===== src/rtl/antilog.sv =====
// Streaming antilog: maps a leading-ones-place code k back to a linear magnitude.
// Two registered stages (clamp, then shift) with a per-frame sticky saturation flag.
module antilog #(
  parameter int I_BW     = 8,
  parameter int O_BW     = 32,
  parameter int MIDPOINT = 0
) (
  input  logic            clk_i,
  input  logic            rst_n_i,
  input  logic            en_i,
  input  logic [I_BW-1:0] data_i,
  input  logic            valid_i,
  input  logic            last_i,
  output logic [O_BW-1:0] data_o,
  output logic            valid_o,
  output logic            last_o,
  output logic            sat_o
);

  localparam int KC_BW = $clog2(O_BW + 1);

  // Build the output magnitude for a clamped code (lower bound or bucket centre).
  function automatic logic [O_BW-1:0] decode_mag(input logic [KC_BW-1:0] kc);
    logic [O_BW-1:0] one;
    logic [O_BW-1:0] mag;
    one = O_BW'(1);
    mag = {O_BW{1'b0}};
    if (kc == KC_BW'(0)) begin
      mag = {O_BW{1'b0}};
    end else if (kc == KC_BW'(1)) begin
      mag = one;
    end else begin
      mag = one << (kc - KC_BW'(1));
      if (MIDPOINT != 32'sd0) begin
        mag = mag | (one << (kc - KC_BW'(2)));
      end else begin
        mag = mag;
      end
    end
    return mag;
  endfunction

  logic             accept_s;
  logic             over_s;
  logic [KC_BW-1:0] kc_r;
  logic             sat1_r;
  logic             valid1_r;
  logic             last1_r;

  logic             sticky_r;
  logic [O_BW-1:0]  data_r;
  logic             valid_r;
  logic             last_r;
  logic             sat_r;

  logic [O_BW-1:0]  data_nxt_s;
  logic             valid_nxt_s;
  logic             last_nxt_s;
  logic             sat_nxt_s;
  logic             sticky_nxt_s;

  assign accept_s = valid_i & en_i;
  // Codes are unsigned; anything above O_BW saturates to O_BW.
  assign over_s   = (32'(data_i) > 32'(O_BW));

  // Stage 1: clamp the code and capture the beat qualifiers.
  always_ff @(posedge clk_i or negedge rst_n_i) begin
    if (!rst_n_i) begin
      kc_r     <= {KC_BW{1'b0}};
      sat1_r   <= 1'b0;
      valid1_r <= 1'b0;
      last1_r  <= 1'b0;
    end else begin
      valid1_r <= accept_s;
      last1_r  <= accept_s & last_i;
      if (accept_s) begin
        kc_r   <= over_s ? KC_BW'(O_BW) : data_i[KC_BW-1:0];
        sat1_r <= over_s;
      end else begin
        kc_r   <= kc_r;
        sat1_r <= 1'b0;
      end
    end
  end

  // Stage 2 next-state: shift decode and frame-sticky saturation.
  always_comb begin
    data_nxt_s   = data_r;
    valid_nxt_s  = 1'b0;
    last_nxt_s   = 1'b0;
    sat_nxt_s    = 1'b0;
    sticky_nxt_s = sticky_r;
    if (valid1_r) begin
      data_nxt_s  = decode_mag(kc_r);
      valid_nxt_s = 1'b1;
      last_nxt_s  = last1_r;
      sat_nxt_s   = sticky_r | sat1_r;
      if (last1_r) begin
        sticky_nxt_s = 1'b0;
      end else begin
        sticky_nxt_s = sticky_r | sat1_r;
      end
    end else begin
      data_nxt_s   = data_r;
      sticky_nxt_s = sticky_r;
    end
  end

  // Stage 2 registers; data holds across idle cycles.
  always_ff @(posedge clk_i or negedge rst_n_i) begin
    if (!rst_n_i) begin
      data_r   <= {O_BW{1'b0}};
      valid_r  <= 1'b0;
      last_r   <= 1'b0;
      sat_r    <= 1'b0;
      sticky_r <= 1'b0;
    end else begin
      data_r   <= data_nxt_s;
      valid_r  <= valid_nxt_s;
      last_r   <= last_nxt_s;
      sat_r    <= sat_nxt_s;
      sticky_r <= sticky_nxt_s;
    end
  end

  assign data_o  = data_r;
  assign valid_o = valid_r;
  assign last_o  = last_r;
  assign sat_o   = sat_r;

endmodule


===== config.mk =====
export PLATFORM = sky130hd
export DESIGN_NAME = antilog
export DESIGN_NICKNAME = d
export VERILOG_FILES = /design/src/rtl/antilog.sv
export SDC_FILE = /design/constraint.sdc
export NUM_CORES = 1
export LEC_CHECK = 0
export CAP_MARGIN = 10
export CORE_UTILIZATION = 47
export CTS_CLUSTER_DIAMETER = 30
export DETAILED_ROUTE_END_ITERATION = 12
export GPL_ROUTABILITY_DRIVEN = 0
export GPL_TIMING_DRIVEN = 0
export PLACE_DENSITY = 0.82
export SYNTH_ARGS = -nofsm -noshare
export SYNTH_HDL_FRONTEND = slang
export SYNTH_SLANG_ARGS = --single-unit

===== constraint.sdc =====
create_clock -name clk_i -period 2.35 [get_ports clk_i]
set_input_delay 0.5875 -clock clk_i [delete_from_list [all_inputs] [get_ports clk_i]]
set_output_delay 0.5875 -clock clk_i [all_outputs]
set_load 0.05 [all_outputs]

# Yosys cells after proc, flatten, opt, wreduce, memory -nomap -nowiden
# Index checks and enable logic that the tools add are counted.
# word_totals
register_bits	45
out_inout_bits	35
wordCells	25
input_bits	13
# op_classes
eq_ne	1
reduce_logical	1
bitwise	3
mux	8
n_lt_le_gt_ge	1
addsub	1
shifts	1
# ops
cell	n
$mux 32	2
$shl 1x6->32 const A	1
$gt 8x6->1 const B	1
$eq 6x1->1 const B	1
$logic_not 6->1	1
$mux 6	1
$sub 6x1->6 const B	1
$mux 1	5
$and 1x1->1	2
$or 1x1->1	1

# Logic depth before layout (Yosys ltp)
# Gate-level depths: netlist (run 1).
# logic_depth
word_depth	4
depth_mapped	6

# Worst setup path before layout (run 1)
# OpenSTA, ideal clock, no wires.
# synth_timing
path_kind	register to register
startpoint	register kc_r[1]
endpoint	register data_r[24], in the netlist data_o[24]
period_less_slack_ps	1823
arrival_time_ps	1721
n_path_buf	1
stages_incl_launch_ff	7
required_time_ps	2249
setup_slack_ps	527
path_cell_list	dfrtp_1 -> clkbuf_1 -> nor2_1 -> ha_1 -> nand2_1 -> mux2_2 -> o32ai_1
# synth_between
elab_chain_len	4
word_cells_on_any_way	6
classes_between	add/sub (1); eq/ne (1); shift (1); mux (2); reduce/logical (1)
# synth_rtl
element	line_no	rtl
start: declaration	45	logic [KC_BW-1:0] kc_r;
start signal: assignment	69	kc_r <= {KC_BW{1'b0}};
start signal: assignment	77	kc_r <= over_s ? KC_BW'(O_BW) : data_i[KC_BW-1:0];
start signal: assignment	80	kc_r <= kc_r;
$sub 6x1->6	33	mag = one << (kc - KC_BW'(1));
$shl 1x6->32	33	
$mux 32	30	end else if (kc == KC_BW'(1)) begin
$mux 32 *	28	if (kc == KC_BW'(0)) begin
end signal: assignment	112	data_r <= {O_BW{1'b0}};
end signal: assignment	118	data_r <= data_nxt_s;
end: declaration	51	logic [O_BW-1:0] data_r;
# Every way passes the cells marked *; elsewhere a longest branch is shown, timed or not.
# A chain may end at the register's enable or synchronous reset.

# Worst setup path after layout (run 1)
# layout_timing
startpoint	register kc_r[1]
endpoint	register data_r[0], in the netlist data_o[0]
# Same word-level chain as after synthesis.

==> qor_table.md, run 1 <==
| Parameter | This run |
|:---|:---|
| Root Buffer | sky130_fd_sc_hd__clkbuf_8 |
| Largest net degree at the start of global routing | 25 |
| Layout Cell Area excl Fill | 2700 µm² |
| Mean post-synth cell area | 11.05 µm² |
| Unique cell type count in the Yosys netlist | 37 |
| Critical Path AT | 2390 ps |
| Total via count after detailed routing | 1,609 |
| Maximum clock insertion buffer count | 2 |
| Height of the die | 67.41 µm |
| Min cycle time layout | 2147 ps |
| DRC violation total after the first TritonRoute iteration | 87 |
| Overflow after GRT | 0 |
| Setup repair bufs after CTS | 0 |
| Worst-case clock skew | 7.686 ps |
| Critical Setup Path Class | flop to flop |
| Number of maximum-capacitance constraint violations | 0 |
| Post-CTS clock slew at the launch and capture registers of the worst setup and hold paths | 90 ps |
| Data required, critical path | 2600 ps |
| Die Area | 4543 µm² |
| Floorplan die width | 67.41 µm |
| Critical Path Fanout Max | 10 |
| Slew HR | 44.90% |
| P_leak | 1.101 nW |
| Class of the worst hold path | input port to async pin |
| Share of the clock period used by the worst path after layout | 91.37% |
| Total power of the final layout | 1.754 mW |
| Sink Count | 45 |
| Final Setup Violations | 0 |
| Endpoint type of the worst setup path | flop |
| Top Ports | 48 |
| Cell row count | 23 |
| Fmax | 465.7 MHz |
| Quantity of I/O buffers inserted on ports | 47 |
| Sequential power share | 46.0% |
| Max-slew violation count | 0 |
| Global-route wire length before repair | 7431 µm |
| Starting density of the core | 49.55% |
| Synthesized netlist net count | 197 |
| Inserted Diodes | 0 |
| Number of nets in the final layout | 252 |
| Core occupancy in the finished layout | 66.54% |
| First-pass DRT Iterations | 4 |
| Via count of the first global-routing pass | 1,508 |
| Syn. warnings | 0 |
| Syn Std Cell Area | 2011 µm² |
| Hold Worst Slack | 263.2 ps |
| Remaining design rule violation count | 0 |
| Run status | finished, final reports clean |
| Crit Reg-Reg Startpoint | kc_r[1]$_DFFE_PN0P_ |
| Inserted Clock Buffers | 5 |
| Net switching component of the power | 0.4425 mW |
| Vias per Instance | 5.587 |
| Areal power density over the cells | 649.7 nW/µm² |
| Instance area at placement | 2566 µm² |
| Startpoint type of the worst setup path | flop |
| Tightest Pin Transition | 818.9 ps |
| Share of final-layout standard cells stronger than drive strength 1 | 8.824% |
| Final ANT Viol Nets | 0 |
| Area Overhead vs Synth | 34.29% |
| Clock latency reported for the late side of the worst-skew pair | 300 ps |
| Worst setup startpoint | kc_r[1]$_DFFE_PN0P_ |
| Filler cell count in the final layout | 331 |
| Synthesis-stage register bit count | 45 |
| Clock group share of total power | 39.0% |
| Final HPWL DP | 3060 µm |
| Average wire per cell in the routed design | 15.11 µm |
| Post-cts repair resize count | 0 |
| RSZ-0062 raised after global routing | false |
| CTS Hold Bufs | 0 |
| TritonCTS clock tree | done |
| Initial antenna violation count | 0 |
| Combinational power share | 15.0% |
| Gate count of the mapped netlist | 182 |
| Sequential share of the synthesized area | 56.00% |
| Final number of hold-violating endpoints | 0 |
| Internal Dissipation | 1.312 mW |
| IR drop worst, VDD | 467.2 µV |
| Final routed wirelength across all metal layers | 4352 µm |
| Count of H-tree levels built during CTS | 2 |
| Sw Share | 25.22% |
| Core footprint | 4058 µm² |
| Global routing usage summed across all routing layers | 22.55% |
per-stage QoR:
step           worst slack, ps  TNS, ps  std cells
2_1_floorplan            527.5        0        182
3_3_place_gp            -418.3   -18750        279
3_5_place_dp             113.6        0        280
4_1_cts                  204.1        0        288
5_1_grt                  3.203        0        288
6_report                 202.8        0        288
worst max-delay path, cell delays in order (launching register included):
cell                        delay (ps)
sky130_fd_sc_hd__dfrtp_1           430
sky130_fd_sc_hd__clkbuf_1          370
sky130_fd_sc_hd__nor2_1            130
sky130_fd_sc_hd__ha_1              390
sky130_fd_sc_hd__inv_1             160
sky130_fd_sc_hd__a2111oi_0         400
sky130_fd_sc_hd__mux2_2            210
power groups by stage:
stage / Combinational (mW) / Clock [mW] / Sequential (mW)
final: 0.264 / 0.684 / 0.806
after global routing: 0.289 / 0.722 / 0.810
after CTS: 0.265 / 0.692 / 0.807
after detailed placement: 0.263 / 0 / 0.822
after global placement: 0.254 / 0 / 0.822
after floorplan: 0.125 / 0 / 0.859
registers in the layout, indices dropped and copies added (netlist names):
name,cells
data_o,32
kc_r,6
last1_r,1
last_o,1
sat1_r,1
sat_o,1
sticky_r,1
valid1_r,1
valid_o,1
layer usage:
layer | GRT usage [%] | vias up | part of all wire, %
met4 | 7.713 | 0 | 1.7
li1 | - | 763 | -
met5 | 0 | - | 0
met3 | 5.574 | 7 | 3.8
met1 | 29.84 | 792 | 45
met2 | 36.00 | 47 | 49
synthesized netlist by cell type:
cell type | count | area (µm²)
sky130_fd_sc_hd__clkbuf_1 | 8 | 30.03
sky130_fd_sc_hd__inv_1 | 32 | 120.1
sky130_fd_sc_hd__and3_1 | 1 | 6.260
sky130_fd_sc_hd__a22o_2 | 1 | 10.01
sky130_fd_sc_hd__nand3_1 | 3 | 15.01
sky130_fd_sc_hd__nand2b_1 | 6 | 37.54
sky130_fd_sc_hd__nand2_1 | 6 | 22.52
sky130_fd_sc_hd__o2111ai_1 | 1 | 8.760
sky130_fd_sc_hd__a2111oi_0 | 1 | 8.760
sky130_fd_sc_hd__xor2_1 | 1 | 8.760
sky130_fd_sc_hd__o22ai_1 | 4 | 25.02
sky130_fd_sc_hd__o21ai_0 | 1 | 5.000
sky130_fd_sc_hd__a21oi_1 | 3 | 15.01
sky130_fd_sc_hd__nor4_4 | 1 | 21.27
sky130_fd_sc_hd__nor4_1 | 1 | 6.260
sky130_fd_sc_hd__a22oi_1 | 1 | 7.510
sky130_fd_sc_hd__nor2_1 | 4 | 15.01
sky130_fd_sc_hd__o21a_1 | 1 | 7.510
sky130_fd_sc_hd__or3_1 | 3 | 18.77
sky130_fd_sc_hd__buf_6 | 2 | 22.52
sky130_fd_sc_hd__o32ai_1 | 22 | 192.7
sky130_fd_sc_hd__nor3b_1 | 2 | 15.01
sky130_fd_sc_hd__mux2_2 | 2 | 22.52
sky130_fd_sc_hd__and3b_1 | 1 | 8.760
sky130_fd_sc_hd__o31a_2 | 1 | 10.01
sky130_fd_sc_hd__nand4_1 | 1 | 6.260
sky130_fd_sc_hd__buf_2 | 4 | 20.02
sky130_fd_sc_hd__o311ai_0 | 2 | 17.52
sky130_fd_sc_hd__dfrtp_1 | 45 | 1126
sky130_fd_sc_hd__xnor2_1 | 2 | 17.52
sky130_fd_sc_hd__o41ai_1 | 5 | 43.79
sky130_fd_sc_hd__mux2i_1 | 2 | 20.02
sky130_fd_sc_hd__and2_1 | 1 | 6.260
sky130_fd_sc_hd__a22o_1 | 4 | 35.03
sky130_fd_sc_hd__ha_1 | 2 | 25.02
sky130_fd_sc_hd__nor2b_1 | 4 | 25.02
sky130_fd_sc_hd__or4_1 | 1 | 7.510
cells by family after synthesis:
family | synth area share (%)
XOR/XNOR | 1.307
AO/OA/AOI/OAI | 19.23
buffers and inverters | 9.583
AND/OR/NAND/NOR | 10.52
flip-flops | 56.00
multiplexers | 2.116
adder cells (fa/ha/maj) | 1.244
worst paths after layout:
| kind | cells past startpoint | endpoint | slack [ps] |
|---|---|---|---|
| worst max register to register | 6 | data_o[0]$_DFFE_PN0P_ | 200 |
| worst min-delay path | 1 | data_o[17]$_DFFE_PN0P_ | 260 |
| worst min register to register | 0 | valid_o$_DFF_PN0_ | 390 |
| min in group clk_i | 0 | valid_o$_DFF_PN0_ | 390 |
| max in group asynchronous | 2 | data_o[16]$_DFFE_PN0P_ | 1580 |
| worst max-delay path | 6 | data_o[0]$_DFFE_PN0P_ | 200 |
cells in the final DEF, fill, tap and decap left out, drive strengths merged, types with 2 or more instances in the layout:
cell and count:
a21oi 3, a22o 5, buf 8, bufinv 2, clkbuf 13, clkdlybuf4s50 46
dfrtp 45, ha 2, inv 32, mux2 2, mux2i 2, nand2 6
nand2b 6, nand3 3, nor2 4, nor2b 4, nor3b 2, nor4 2
o22ai 4, o311ai 2, o32ai 22, o41ai 5, or3 3, xnor2 2
area by class of cell:
class / count / area [µm²] / share of cell area, %
timing repair buffer: 48 / 493.0 / 18.26
inverter: 32 / 120.1 / 4.449
sequential: 45 / 1126 / 41.71
tap: 50 / 62.56 / 2.317
clock buffer: 5 / 68.82 / 2.549
buffer: 14 / 72.57 / 2.688
multi-input combinational: 91 / 691.9 / 25.63
clock inverter: 3 / 65.06 / 2.410
No activity file was read; power rests on OpenSTA's default activity.
==> run 2: changes to the inputs <==
- MAX_ROUTING_LAYER: not set -> met4
==> run 2 against run 1 <==
Count of clock-buffer cells in the layout stayed put. Wire length is 0.37% lower. Sequential share of layout area stayed put. Register-to-register slack about the same. Clock skew barely moved. Critical path type unchanged.
==> qor_table.md, run 2 (synthesis gave the netlist of run 1 again) <==
| Parameter | This run |
|:---|:---|
| Number of nets in the final layout | 252 |
| Tightest Pin Transition | 823.1 ps |
| Floorplan die width | 67.41 µm |
| Vias per Instance | 5.569 |
| Clock latency reported for the late side of the worst-skew pair | 300 ps |
| P_leak | 1.101 nW |
| Cell row count | 23 |
| Number of maximum-capacitance constraint violations | 0 |
| RSZ-0062 raised after global routing | false |
| DRC violation total after the first TritonRoute iteration | 82 |
| Sink Count | 45 |
| Share of final-layout standard cells stronger than drive strength 1 | 8.824% |
| Buffer and inverter count on the worst path | 1 |
| Total via count after detailed routing | 1,604 |
| Height of the die | 67.41 µm |
| First-pass DRT Iterations | 4 |
| TritonCTS clock tree | done |
| Average wire per cell in the routed design | 15.06 µm |
| Global-route wire length before repair | 7424 µm |
| Count of H-tree levels built during CTS | 2 |
| Class of the worst hold path | input port to async pin |
| Core footprint | 4058 µm² |
| Critical-path top delay cell | sky130_fd_sc_hd__dfrtp_1 |
| Endpoint type of the worst setup path | flop |
| Largest net degree at the start of global routing | 25 |
| Post-placement cell count | 280 |
| Starting density of the core | 49.55% |
| Slew HR | 44.62% |
| Crit path setup slack, layout | 206.6 ps |
| Critical Path Fanout Max | 10 |
| Via count of the first global-routing pass | 1,509 |
| CTS Hold Bufs | 0 |
| Top Family by Delay on Critical Path | flip-flops |
| Overflow after GRT | 0 |
| IR drop worst, VDD | 467.0 µV |
| Post-cts repair resize count | 0 |
| Final ANT Viol Nets | 0 |
| Remaining design rule violation count | 0 |
| Initial antenna violation count | 0 |
| Sequential cell area | 1126 µm² |
| Critical Setup Path Class | flop to flop |
| Worst Reg2Reg Path Length in Cells | 6 |
| Global routing usage summed across all routing layers | 23.22% |
| Startpoint type of the worst setup path | flop |
| Share of the clock period used by the worst path after layout | 91.21% |
| Data required, critical path | 2540 ps |
| Cell depth of the worst setup path | 6 |
| Filler cell count in the final layout | 331 |
| Area Overhead vs Synth | 34.29% |
| Min cycle time layout | 2143 ps |
| Final routed wirelength across all metal layers | 4336 µm |
| Most frequent cells in the layout | sky130_fd_sc_hd__clkdlybuf4s50_1, sky130_fd_sc_hd__dfrtp_1, sky130_fd_sc_hd__inv_1 |
| Final standard cell count with taps included and fillers excluded | 288 |
| Worst slack at placement | 113.6 ps |
| Final HPWL DP | 3060 µm |
| Final Setup Violations | 0 |
| Setup repair bufs after CTS | 0 |
| Max-slew violation count | 0 |
| Inserted Clock Buffers | 5 |
| Worst-case clock skew | 7.735 ps |
| Top Ports | 48 |
| Area of the multi-input gates | 691.9 µm² |
| Critical Path AT | 2330 ps |
| Final number of hold-violating endpoints | 0 |
| Run status | finished, final reports clean |
| Maximum clock insertion buffer count | 2 |
| Critical path, cell by cell | clkbuf_1 > nor2_1 > ha_1 > nand2_1 > mux2_2 > o32ai_1 |
| Areal power density over the cells | 649.4 nW/µm² |
| Slowest stage delay, CP | 430 ps |
| Most common library cell in the layout ignoring fill and taps | sky130_fd_sc_hd__clkdlybuf4s50_1 |
| Fmax | 466.6 MHz |
| Inserted Diodes | 0 |
| Die Area | 4543 µm² |
| Number of flip-flops under the largest register name | 32 |
| Post-CTS clock slew at the launch and capture registers of the worst setup and hold paths | 90 ps |
| Root Buffer | sky130_fd_sc_hd__clkbuf_8 |
| Quantity of I/O buffers inserted on ports | 47 |
-- run 2: cell counts in the layout (fill, tap and decap cells not counted) --
Identical to the previous run, type by type.
-- run 2: layout make-up --
type / instances / area share, %
Sequential cell: 45 / 41.71
Multi-Input combinational cell: 91 / 25.63
Timing Repair Buffer: 48 / 18.26
Inverter: 32 / 4.449
Buffer: 14 / 2.688
Clock buffer: 5 / 2.549
Clock inverter: 3 / 2.410
Tap cell: 50 / 2.317
-- run 2: power breakdown --
| group | internal, mW | total, mW | switching [mW] |
|---|---|---|---|
| combinational | 0.0942 | 0.263 | 0.169 |
| clock | 0.422 | 0.684 | 0.262 |
| sequential | 0.795 | 0.806 | 0.0111 |
-- run 2: worst reg2reg max path, delay by kind of cell (launching register included) --
kind	cells	cell delay, ps
buffers and inverters	1	370
muxes	1	340
and+or+nand+nor	2	200
AOI/OAI and AO/OA	1	300
DFF	1	430
adders and majority gates	1	390
-- run 2: worst paths after layout --
check	startpoint	to	slack [ps]
max reg2reg	kc_r[1]$_DFFE_PN0P_	data_o[16]$_DFFE_PN0P_	210
min in group clk_i	valid1_r$_DFF_PN0_	valid_o$_DFF_PN0_	390
max	kc_r[1]$_DFFE_PN0P_	data_o[16]$_DFFE_PN0P_	210
min reg2reg	valid1_r$_DFF_PN0_	valid_o$_DFF_PN0_	390
max in group asynchronous	rst_n_i	data_o[16]$_DFFE_PN0P_	1590
min	rst_n_i	data_o[17]$_DFFE_PN0P_	260
-- run 2: through the flow --
step	TNS [ps]	power, mW	utilization, %	area [µm²]	hold WS, ps
6_report	0	1.753	66.54	2700	262.6
5_1_grt	0	1.821	66.54	2700	297.8
4_1_cts	0	1.763	66.54	2700	273.3
3_5_place_dp	0	1.085	63.24	2566	373.4
3_3_place_gp	-18750	1.077	62.69	2544	368.8
2_1_floorplan	0	0.9838	-	2011	291.9
-- run 2: layer usage --
layer / global-route usage [%] / part of all wire, %
met5: - / 0
met4: 7.713 / 1.8
met3: 5.068 / 3.5
met2: 36.00 / 49
met1: 30.16 / 45
